[config.mk]
export PLATFORM = sky130hd
export DESIGN_NAME = sargantana_icache_refill_ctrl
export DESIGN_NICKNAME = d
export VERILOG_FILES = /design/src/rtl/sargantana_icache_refill_ctrl.sv
export SDC_FILE = /design/constraint.sdc
export NUM_CORES = 1
export LEC_CHECK = 0
export ABC_CLOCK_PERIOD_IN_PS = 2230
export BUFFER_PORTS_ARGS = -buffer_cell sky130_fd_sc_hd__buf_2
export CAP_MARGIN = 20
export CORE_AREA = 5 5 135 137
export CTS_CLUSTER_SIZE = 12
export DETAILED_ROUTE_END_ITERATION = 12
export DIE_AREA = 0 0 140 142
export PLACE_DENSITY_LB_ADDON = 0.12
export SLEW_MARGIN = 10
export SYNTH_ARGS = -nofsm -noshare
export SYNTH_HDL_FRONTEND = slang
export SYNTH_SLANG_ARGS = --single-unit
[constraint.sdc]
create_clock -name clk_i -period 2.23 [get_ports clk_i]
set_input_delay 0.3345 -clock clk_i [delete_from_list [all_inputs] [get_ports clk_i]]
set_output_delay 0.3345 -clock clk_i [all_outputs]
set_load 0.01 [all_outputs]
[src/rtl/sargantana_icache_refill_ctrl.sv]
// Instruction-cache refill controller: one outstanding line refill, kill/flush handling.
// ICACHE_FLUSH_WALK_EN selects a per-set invalidation walk instead of a single invalidate-all pulse.
module sargantana_icache_refill_ctrl #(
  parameter int unsigned TAG_W  = 20,
  parameter int unsigned IDX_W  = 6,
  parameter int unsigned N_WAY  = 4,
  parameter int unsigned LINE_W = 128,
  parameter int unsigned WAY_W  = $clog2(N_WAY)
) (
  input  logic                   clk_i,
  input  logic                   rst_i,
  input  logic                   cmp_enable_i,
  input  logic                   valid_ireq_i,
  input  logic                   miss_i,
  input  logic                   ireq_kill_i,
  input  logic                   flush_i,
  input  logic [TAG_W-1:0]       cline_tag_i,
  input  logic [IDX_W-1:0]       idx_i,
  input  logic [WAY_W-1:0]       way_to_replace_i,
  output logic                   mem_req_valid_o,
  input  logic                   mem_req_ready_i,
  output logic [TAG_W+IDX_W-1:0] mem_req_addr_o,
  input  logic                   mem_resp_valid_i,
  input  logic [LINE_W-1:0]      mem_resp_data_i,
  output logic                   line_we_o,
  output logic [WAY_W-1:0]       line_way_o,
  output logic [IDX_W-1:0]       line_idx_o,
  output logic [TAG_W-1:0]       line_tag_o,
  output logic [LINE_W-1:0]      line_data_o,
  output logic                   inval_valid_o,
  output logic [IDX_W-1:0]       inval_idx_o,
  output logic                   inval_all_o,
  output logic                   fill_done_o,
  output logic                   ifill_process_started_o,
  output logic                   busy_o
);

  typedef enum logic [2:0] {
    S_IDLE, S_REQ, S_WAIT, S_WRITE, S_DRAIN, S_FLUSH
  } state_t;

  state_t           state_q, state_d;
  logic [TAG_W-1:0] tag_q, tag_d;
  logic [IDX_W-1:0] idx_q, idx_d;
  logic [WAY_W-1:0] way_q, way_d;
  logic             pend_q, pend_d;
`ifdef ICACHE_FLUSH_WALK_EN
  logic [IDX_W-1:0] cnt_q, cnt_d;
`endif

  always_comb begin
    state_d = state_q;
    tag_d   = tag_q;
    idx_d   = idx_q;
    way_d   = way_q;
    pend_d  = pend_q;
`ifdef ICACHE_FLUSH_WALK_EN
    cnt_d   = cnt_q;
`endif
    if (flush_i && state_q != S_IDLE && state_q != S_FLUSH) pend_d = 1'b1;
    case (state_q)
      S_IDLE: begin
        if (flush_i || pend_q) begin
          state_d = S_FLUSH;
        end else if (cmp_enable_i && valid_ireq_i && miss_i && !ireq_kill_i) begin
          tag_d   = cline_tag_i;
          idx_d   = idx_i;
          way_d   = way_to_replace_i;
          state_d = S_REQ;
        end
      end
      S_REQ: begin
        // An accepted request always owes a response, so kill/flush on the handshake drains it.
        if (mem_req_ready_i)  state_d = (ireq_kill_i || flush_i) ? S_DRAIN : S_WAIT;
        else if (ireq_kill_i) state_d = S_IDLE;
        else if (flush_i)     state_d = S_FLUSH;
      end
      S_WAIT: begin
        if (mem_resp_valid_i)             state_d = ireq_kill_i ? S_IDLE : S_WRITE;
        else if (ireq_kill_i || flush_i)  state_d = S_DRAIN;
      end
      S_WRITE: state_d = S_IDLE;
      S_DRAIN: if (mem_resp_valid_i) state_d = S_IDLE;
      S_FLUSH: begin
`ifdef ICACHE_FLUSH_WALK_EN
        if (cnt_q == '1) begin
          cnt_d   = '0;
          state_d = S_IDLE;
        end else begin
          cnt_d = cnt_q + 1'b1;
        end
`else
        state_d = S_IDLE;
`endif
      end
      default: state_d = S_IDLE;
    endcase
    if (state_d == S_FLUSH && state_q != S_FLUSH) pend_d = 1'b0;
  end

  // Outputs are registered from the next state so they line up with state_q.
  always_ff @(posedge clk_i) begin
    if (rst_i) begin
      state_q                 <= S_IDLE;
      tag_q                   <= '0;
      idx_q                   <= '0;
      way_q                   <= '0;
      pend_q                  <= 1'b0;
`ifdef ICACHE_FLUSH_WALK_EN
      cnt_q                   <= '0;
`endif
      mem_req_valid_o         <= 1'b0;
      mem_req_addr_o          <= '0;
      line_we_o               <= 1'b0;
      line_way_o              <= '0;
      line_idx_o              <= '0;
      line_tag_o              <= '0;
      line_data_o             <= '0;
      inval_valid_o           <= 1'b0;
      inval_idx_o             <= '0;
      inval_all_o             <= 1'b0;
      fill_done_o             <= 1'b0;
      ifill_process_started_o <= 1'b0;
      busy_o                  <= 1'b0;
    end else begin
      state_q                 <= state_d;
      tag_q                   <= tag_d;
      idx_q                   <= idx_d;
      way_q                   <= way_d;
      pend_q                  <= pend_d;
      mem_req_valid_o         <= (state_d == S_REQ);
      mem_req_addr_o          <= (state_d == S_REQ) ? {tag_d, idx_d} : '0;
      line_we_o               <= (state_d == S_WRITE);
      fill_done_o             <= (state_d == S_WRITE);
      line_way_o              <= (state_d == S_WRITE) ? way_d : '0;
      line_idx_o              <= (state_d == S_WRITE) ? idx_d : '0;
      line_tag_o              <= (state_d == S_WRITE) ? tag_d : '0;
      line_data_o             <= (state_d == S_WRITE) ? mem_resp_data_i : '0;
      ifill_process_started_o <= (state_d == S_REQ) || (state_d == S_WAIT) || (state_d == S_WRITE);
      busy_o                  <= (state_d != S_IDLE);
`ifdef ICACHE_FLUSH_WALK_EN
      cnt_q                   <= cnt_d;
      inval_valid_o           <= (state_d == S_FLUSH);
      inval_idx_o             <= (state_d == S_FLUSH) ? cnt_d : '0;
      inval_all_o             <= 1'b0;
`else
      inval_valid_o           <= 1'b0;
      inval_idx_o             <= '0;
      inval_all_o             <= (state_d == S_FLUSH);
`endif
    end
  end

endmodule

==> results of run 1 <==
[layout make-up]
type / instances / area [um^2]
diodes: 3 / 7.507
clock buffers: 34 / 699.4
clock inverters: 6 / 32.53
fillers: 1544 / 7816
inverters: 4 / 15.01
multi-input cells: 280 / 1858
flip-flops and latches: 219 / 4384
well taps: 225 / 281.5
repair buffers: 361 / 1842
[flip-flops by register name, indices dropped and copies added (netlist names)]
register,flops
pend_q,1
state_q,3
way_q,2
line_data_o,128
tag_q,20
inval_all_o,1
mem_req_valid_o,1
busy_o,1
mem_req_addr_o,26
line_tag_o,20
line_way_o,2
idx_q,6
line_idx_o,6
ifill_process_started_o,1
fill_done_o,1
[cell families (layout without fill, tap and decap cells)]
group | count (synthesis) | after routing | share of synthesized area
and+or+nand+nor | 229 | 229 | 0.1928
DFF | 219 | 219 | 0.6797
buffers and inverters | 40 | 405 | 0.03686
muxes | 29 | 29 | 0.06906
AOI/OAI and AO/OA | 13 | 13 | 0.01804
adders and majority gates | 1 | 1 | 0.001552
other | 1 | 10 | 0.0005814
xor gates and xnor gates | 1 | 1 | 0.001358
[power groups by stage]
stage	Combinational (W)	Sequential [W]	Clock, W
floorplan	0.000216	0.00408	0
CTS	0.000438	0.00400	0.00374
global placement	0.000427	0.00408	0
global route	0.000476	0.00400	0.00391
detailed placement	0.000436	0.00408	0
finish	0.000430	0.00400	0.00363
[layer usage]
layer / GRT usage / wire length [um]
met1: 0.1733 / 6378
met2: 0.3064 / 9195
met3: 0.08401 / 2092
met4: 0.06629 / 559
met5: 0 / 40
[cell usage after synthesis, types with 2 or more instances]
library cell and count:
dfxtp_1 219, and2_1 129, nor2_1 87, buf_2 15
mux2i_1 11, mux2i_4 10, buf_4 9, clkbuf_1 8
mux2i_2 8, inv_1 2, inv_2 2, nor2b_1 2
nor3_1 2, nor3b_1 2, o21a_1 2, o21ai_0 2
[how the worst max path moves through the flow]
stage,endpoint,slack [ns],depth (start not counted)
floorplan,mem_req_addr_o[25],0.42,7
global placement,mem_req_addr_o[10],0.23,6
detailed placement,mem_req_addr_o[0],0.15,6
CTS,mem_req_addr_o[12],0.23,5
global route,mem_req_addr_o[11],0.1,5
finish,mem_req_addr_o[12],0.25,5
[metrics by stage]
step	instances	worst slack, ns
after global placement	1089	0.2289
after global routing	1131	0.09720
after detailed placement	1089	0.1539
after CTS	1129	0.2256
final	1132	0.2504
after floorplan	539	0.4222
==> impl_metrics.yaml, run 1 <==
outcome:
  outcome: "finished, final reports clean"
clocking:
  post_cts_buffers: 0
  cts-htree-levels: 1
  cts_buffers: 24
  clk_pin_slew_worst_paths_ns: 0.06
  cts-root-buf: "clkbuf_16"
  clockBufferDepth: 3
  cts_tree: "yes"
  cts_resized: 0
  cts_hold_buf: 0
  clock-sinks: 219
  insertion_delay_ns: 0.50
power_and_ir_drop:
  p_sw_w: 0.001712
  power.density_mw_per_mm2: 883.3
  power_leakage_nw: 4.654
  peakVddDrop_v: 0.0005927
  power_w: 0.008056
  internal_power_w: 0.006344
  clkPwrFrac: 0.450
  pwr-share-seq: 0.497
  p_comb_frac: 0.053
  p_sw_frac: 0.2125
worst_setup_path:
  crit_path_start: "state_q[0]"
  worstPathCellList: "nor3_4 > or4b_4 > buf_4 > mux2i_2 > nor2_1"
  reg2regPathDepth: 5
  reg2reg_slack_ns: 0.25
  critPathKind: "flip-flop to flip-flop"
  slowest_delay_ns: 0.50
  arrival_ns: 2.35
  cp.required_ns: 2.60
  reg2reg_from: "state_q[0]"
  cpMaxStageDelayCell: "or4b_4"
  crit_fanout: 20
  cp_top_family: "simple AND/OR/NAND/NOR gates"
  r2r-end: "mem_req_addr_o[12]"
  cp-end-kind: "flip-flop"
  worst_setup_path_start_kind: "flip-flop"
  path_buf_inv: 1
worst_hold_path:
  hold_start: "mem_resp_data_i[68]"
  hold_depth: 2
  min_to: "line_data_o[68]"
  min_path_type: "input pin to flip-flop"
final_layout:
  layout_commonest_cell: "buf_2"
  layout_common_cells: "352 x buf_2, 219 x dfxtp_1, 129 x and2_1"
  fin_util: 0.5385
  drive_above_1_share: 0.4679
  nets: 1055
  fin_area_mm2: 0.009120
  area_growth_pct: 41.40
route:
  drc: 0
  avgViaCountPerCell: 4.219
  dr.pass1.iters: 6
  wirelength_um: 18270
  ant_nets: 0
  drt_iter0_drc: 115
  via_count: 4776
  wl_per_cell_um: 16.14
floorplanning:
  die_h_um: 142
  boundaryPins: 360
  core-area_mm2: 0.01694
  die_w_um: 140
  dieArea_mm2: 0.01988
  core.rowCount: 48
  start_util: 0.3808
logic_synthesis:
  postSynthAreaPerCell_um2: 12.10
  synthCells: 533
  synthArstFlopShare: 0
  synth.top_cell.area_share: 0.6797
  ys_warn_count: 0
  synth_area_leaders: "dfxtp_1 68%, and2_1 13%, nor2_1 5.1%"
  synth.largest_area_cell: "dfxtp_1"
  synth-seq-area-share: 0.6797
  syn-cell-area_mm2: 0.006450
  ys.flop_type: "dfxtp_1"
  synth-edff-count: 0
  ys_seq_elements: 219
  synth_cell_type_count: 39
global_routing:
  antenna_found_initial: 4
  grt_pass1_wl_um: 27090
  grt_pass1_vias: 5058
  grt.total_usage: 0.1717
  gr-total-overflow: 0
  grt_max_degree: 101
run:
  drv_cap: 0
timing:
  post-route-min-period_ns: 1.980
  finClkSkew_ns: 0.01063
  finalHoldViolations: 0
  rsz0062_at_grt: "false"
  hold_ws_ns: 0.03543
  tns_ns: 0
  fin_crit_sh: 0.8877
  fmax_ghz: 0.5052
  maxSlewViolCount: 0
  setup_violations: 0
place:
  post_dp_cell_area_mm2: 0.008381
  gp_congestion: 0.8174
  io_buffer_count: 352
  hpwl_um: 14130
(Power assumes the default switching activity.)
==> run 2, diff against run 1 <==
PLACE_DENSITY = 0.81   (was unset)
PLACE_DENSITY_LB_ADDON = unset   (was 0.12)
==> impl_metrics.yaml, run 2 (synthesis gave the netlist of run 1 again) <==
place:
  gp_congestion: 0.8425
  io_buffer_count: 352
  post_dp_cell_area_mm2: 0.008464
  hpwl_um: 13510
  dp.cells: 1094
floorplanning:
  dieArea_mm2: 0.01988
  die_w_um: 140
  core-area_mm2: 0.01694
  start_util: 0.3808
  boundaryPins: 360
  die_h_um: 142
  core.rowCount: 48
clocking:
  cts_resized: 0
  cts-root-buf: "clkbuf_16"
  clk_pin_slew_worst_paths_ns: 0.06
  post_cts_buffers: 0
  clockBufferDepth: 3
  cts-htree-levels: 1
  cts_tree: "yes"
  insertion_delay_ns: 0.49
  clock-sinks: 219
  cts_buffers: 22
  cts_hold_buf: 0
timing:
  tns_ns: 0
  rsz0062_at_grt: "false"
  maxSlewViolCount: 0
  finalHoldViolations: 0
  finClkSkew_ns: 0.006934
  fmax_ghz: 0.5002
  post-route-min-period_ns: 1.999
  max_slew_margin: 0.5847
  setup_violations: 0
  fin_crit_sh: 0.8965
  worstMarginPinSlew_ns: 0.6211
global_routing:
  gr-total-overflow: 0
  grt.total_usage: 0.1670
  grt_max_degree: 45
  grt_pass1_wl_um: 26740
  grt_pass1_vias: 5090
  antenna_found_initial: 2
worst_setup_path:
  critPathKind: "flip-flop to flip-flop"
  cpMaxStageDelayCell: "dfxtp_1"
  worst_setup_path_start_kind: "flip-flop"
  worstPathCellList: "nor3_4 > buf_4 > a211oi_1 > o21ai_2 > inv_2 > buf_12 > buf_12 > and2_1"
  crit_fanout: 44
  cp-end-kind: "flip-flop"
  reg2reg_slack_ns: 0.23
  slowest_delay_ns: 0.53
  r2r-end: "line_data_o[36]"
  cp.required_ns: 2.65
  cp_top_family: "buffers and inverters"
  arrival_ns: 2.42
  reg2regPathDepth: 8
  crit_top_cell: "buf_12"
  reg2reg_from: "state_q[0]"
  path_buf_inv: 4
route:
  ant_nets: 0
  wirelength_um: 17660
  drt_iter0_drc: 117
  avgViaCountPerCell: 4.290
  dr.pass1.iters: 5
  drc: 0
  via_count: 4830
  wl_per_cell_um: 15.69
power_and_ir_drop:
  power_w: 0.007677
  power_leakage_nw: 4.630
  peakVddDrop_v: 0.0007458
  power.density_mw_per_mm2: 845.3
final_layout:
  fin_cells: 1126
  nets: 1058
  top_regs: "line_data_o (128), mem_req_addr_o (26)"
  fin_util: 0.5363
  drive_above_1_share: 0.4633
  fin_area_mm2: 0.009082
  area_growth_pct: 40.81
  largest_register_ffs: 128
  layout_commonest_cell: "buf_2"
  fillers: 1510
  largest_register: "line_data_o"
  layout_common_cells: "352 x buf_2, 219 x dfxtp_1, 129 x and2_1"
run:
  drv_cap: 0
worst_hold_path:
  min_path_type: "input pin to flip-flop"
  hold_depth: 2
  hold_start: "mem_resp_data_i[61]"
  min_to: "line_data_o[61]"
outcome:
  outcome: "finished, final reports clean"
[run 2: cell types whose count changed in the layout (fill, tap and decap cells not counted), sizes merged]
cell / previous run / this run
clkinv: 5 / 0
clkbuf: 34 / 31
diode: 3 / 1
buf: 361 / 366
clkinvlp: 1 / 0
[run 2: final cells by class]
class / instances / area, um^2 / share of cell area
timing repair buffer: 366 / 1929 / 0.2124
clock buffer: 31 / 615.6 / 0.06778
inverter: 4 / 15.01 / 0.001653
antenna: 1 / 2.502 / 0.0002755
sequential: 219 / 4384 / 0.4827
multi-input combinational: 280 / 1854 / 0.2042
tap: 225 / 281.5 / 0.03100
[run 2: per-stage QoR]
step	hold slack, ns	setup slack (ns)
6_report	0.04305	0.2309
5_1_grt	0.02574	0.04796
4_1_cts	0.02167	0.1956
3_5_place_dp	0.4814	0.1134
3_3_place_gp	0.4693	0.1980
2_1_floorplan	0.4562	0.4222
[run 2: worst max path at each step]
| stage | start | endpoint | slack (ns) | depth (start not counted) |
|---|---|---|---|---|
| 6_report | state_q[0] | line_data_o[36] | 0.23 | 8 |
| 5_1_grt | state_q[0] | line_data_o[36] | 0.05 | 8 |
| 4_1_cts | state_q[0] | line_data_o[36] | 0.20 | 8 |
| 3_5_place_dp | ireq_kill_i | mem_req_addr_o[10] | 0.11 | 6 |
| 3_3_place_gp | ireq_kill_i | mem_req_addr_o[10] | 0.20 | 6 |
| 2_1_floorplan | state_q[0] | mem_req_addr_o[25] | 0.42 | 7 |
[run 2: routing by layer]
metal	GRT usage	share of wire	vias to the layer above	wire, um
met2	0.3059	0.52	231	9122
met3	0.07594	0.11	25	1959
li1	-	-	2354	-
met4	0.03978	0.021	0	371
met5	0	0	-	0
met1	0.1760	0.35	2220	6209
[run 2: where the power goes]
part	switching [W]	internal, W
Clock	0.00134	0.00189
Sequential	0.0000359	0.00396
Combinational	0.000219	0.000226
Total	0.00160	0.00608
[run 2: worst register-to-register path, delay by kind of cell (launching register included)]
kind,cells,cell delay [ns]
AND/OR/NAND/NOR,2,0.20
flip-flops,1,0.53
buffers and inverters,4,0.63
AO/OA/AOI/OAI,2,0.58
==> run 3, diff against run 2 <==
CORE_AREA = 5 5 137 139   (was 5 5 135 137)
CTS_BUF_LIST = sky130_fd_sc_hd__clkbuf_8   (was unset)
DIE_AREA = 0 0 142 144   (was 0 0 140 142)
PLACE_DENSITY = 0.79   (was 0.81)
==> impl_metrics.yaml, run 3 (synthesis gave the netlist of run 1 again) <==
final_layout:
  fin_cells: 1153
  fin_util: 0.5176
  layout_common_cells: "352 x buf_2, 219 x dfxtp_1, 129 x and2_1"
  top_regs: "line_data_o (128), mem_req_addr_o (26)"
  largest_register: "line_data_o"
  layout_commonest_cell: "buf_2"
  area_growth_pct: 40.70
  nets: 1072
  largest_register_ffs: 128
  drive_above_1_share: 0.4767
route:
  drc: 0
  dr.pass1.iters: 4
  via_count: 4821
  wl_per_cell_um: 15.31
  wirelength_um: 17650
  avgViaCountPerCell: 4.181
  drt_iter0_drc: 120
  ant_nets: 0
place:
  hpwl_um: 13490
  gp_congestion: 0.8377
  dp.cells: 1099
  io_buffer_count: 352
worst_hold_path:
  hold_depth: 2
  min_to: "line_data_o[120]"
  hold_start: "mem_resp_data_i[120]"
  min_path_type: "input pin to flip-flop"
power_and_ir_drop:
  internal_power_w: 0.005904
  clkPwrFrac: 0.412
  p_sw_frac: 0.2186
  power_w: 0.007555
  pwr-share-seq: 0.530
  power_leakage_nw: 4.689
  p_sw_w: 0.001651
  p_comb_frac: 0.058
  power.density_mw_per_mm2: 832.5
  peakVddDrop_v: 0.0005257
global_routing:
  gr-total-overflow: 0
  antenna_found_initial: 3
  grt_pass1_wl_um: 25910
  grt.total_usage: 0.1617
  grt_max_degree: 48
  grt_pass1_vias: 4872
worst_setup_path:
  worst_setup_path_start_kind: "flip-flop"
  reg2regPathDepth: 5
  crit_fanout: 28
  critPathKind: "flip-flop to flip-flop"
  reg2reg_from: "state_q[0]"
  cp.required_ns: 2.58
  slowest_delay_ns: 0.64
  arrival_ns: 2.37
  r2r-end: "tag_q[5]"
  cp-end-kind: "flip-flop"
  reg2reg_slack_ns: 0.22
  worstPathCellList: "nor3_4 > or4b_2 > buf_12 > mux2i_1 > nor2_1"
  cpMaxStageDelayCell: "or4b_2"
clocking:
  post_cts_buffers: 0
  cts-htree-levels: 2
  clockBufferDepth: 3
  clock-sinks: 219
  cts_buffers: 35
  clk_pin_slew_worst_paths_ns: 0.06
  cts_resized: 0
  cts_tree: "yes"
  cts_hold_buf: 0
  insertion_delay_ns: 0.48
  cts-root-buf: "clkbuf_8"
timing:
  tns_ns: 0
  finalHoldViolations: 0
  maxSlewViolCount: 0
  setup_violations: 0
  finClkSkew_ns: 0.007946
  fin_crit_sh: 0.9035
  post-route-min-period_ns: 2.015
  rsz0062_at_grt: "false"
  fmax_ghz: 0.4963
  hold_ws_ns: 0.04543
floorplanning:
  core.rowCount: 49
  die_w_um: 142
  die_h_um: 144
  core-area_mm2: 0.01753
  dieArea_mm2: 0.02045
  boundaryPins: 360
  start_util: 0.3678
outcome:
  outcome: "finished, final reports clean"
run:
  drv_cap: 0
run 3: cell types whose count changed in the layout (fill, tap and decap cells not counted), sizes merged:
cell / change
clkbuf: +12
inv: +7
clkinv: +3
buf: +1
run 3: power groups by stage:
stage / logic, W / registers, W / clock network (W)
2_1_floorplan: 0.000216 / 0.00408 / 0
3_3_place_gp: 0.000435 / 0.00408 / 0
3_5_place_dp: 0.000441 / 0.00409 / 0
4_1_cts: 0.000445 / 0.00400 / 0.00323
5_1_grt: 0.000483 / 0.00400 / 0.00342
6_report: 0.000438 / 0.00400 / 0.00312
run 3: per-layer routing:
metal | up-vias | routed length [um] | track usage
met1 | 2169 | 6525 | 0.1780
met2 | 235 | 8647 | 0.2743
met5 | - | 0 | 0
met3 | 30 | 2122 | 0.08036
met4 | 0 | 357 | 0.05152
li1 | 2387 | - | -
run 3: how the worst max path moves through the flow:
| stage | slack, ns | cells after the start | to | from |
|---|---|---|---|---|
| final | 0.22 | 5 | tag_q[5] | state_q[0] |
| after global routing | 0.12 | 5 | tag_q[5] | state_q[0] |
| after CTS | 0.22 | 5 | tag_q[5] | state_q[0] |
| after detailed placement | 0.06 | 6 | tag_q[5] | ireq_kill_i |
| after global placement | 0.13 | 6 | mem_req_addr_o[3] | ireq_kill_i |
| after floorplan | 0.42 | 7 | mem_req_addr_o[25] | state_q[0] |
run 3: cell type report:
class                      count  area [um^2]
clock buffer                  43        591.8
inverter                       4        15.01
fill                        1593         8459
antenna                        1        2.502
timing repair buffer         367         1899
multi-input combinational    280         1854
tap                          229        286.5
clock inverter                10        41.29
sequential                   219         4384
run 3: worst max-delay path: cells and delay by family (launching register included):
family / cells / cell delay (ns)
buf+inv: 1 / 0.23
flops: 1 / 0.42
mux: 1 / 0.29
simple gates: 3 / 0.90
run 3: metrics by stage:
stage               worst slack (ns)  cell area, um^2
detailed placement           0.06380             8439
global placement              0.1284             8439
finish                        0.2153             9075
floorplan                     0.4222             6472
CTS                           0.2177             9072
global route                  0.1220             9075
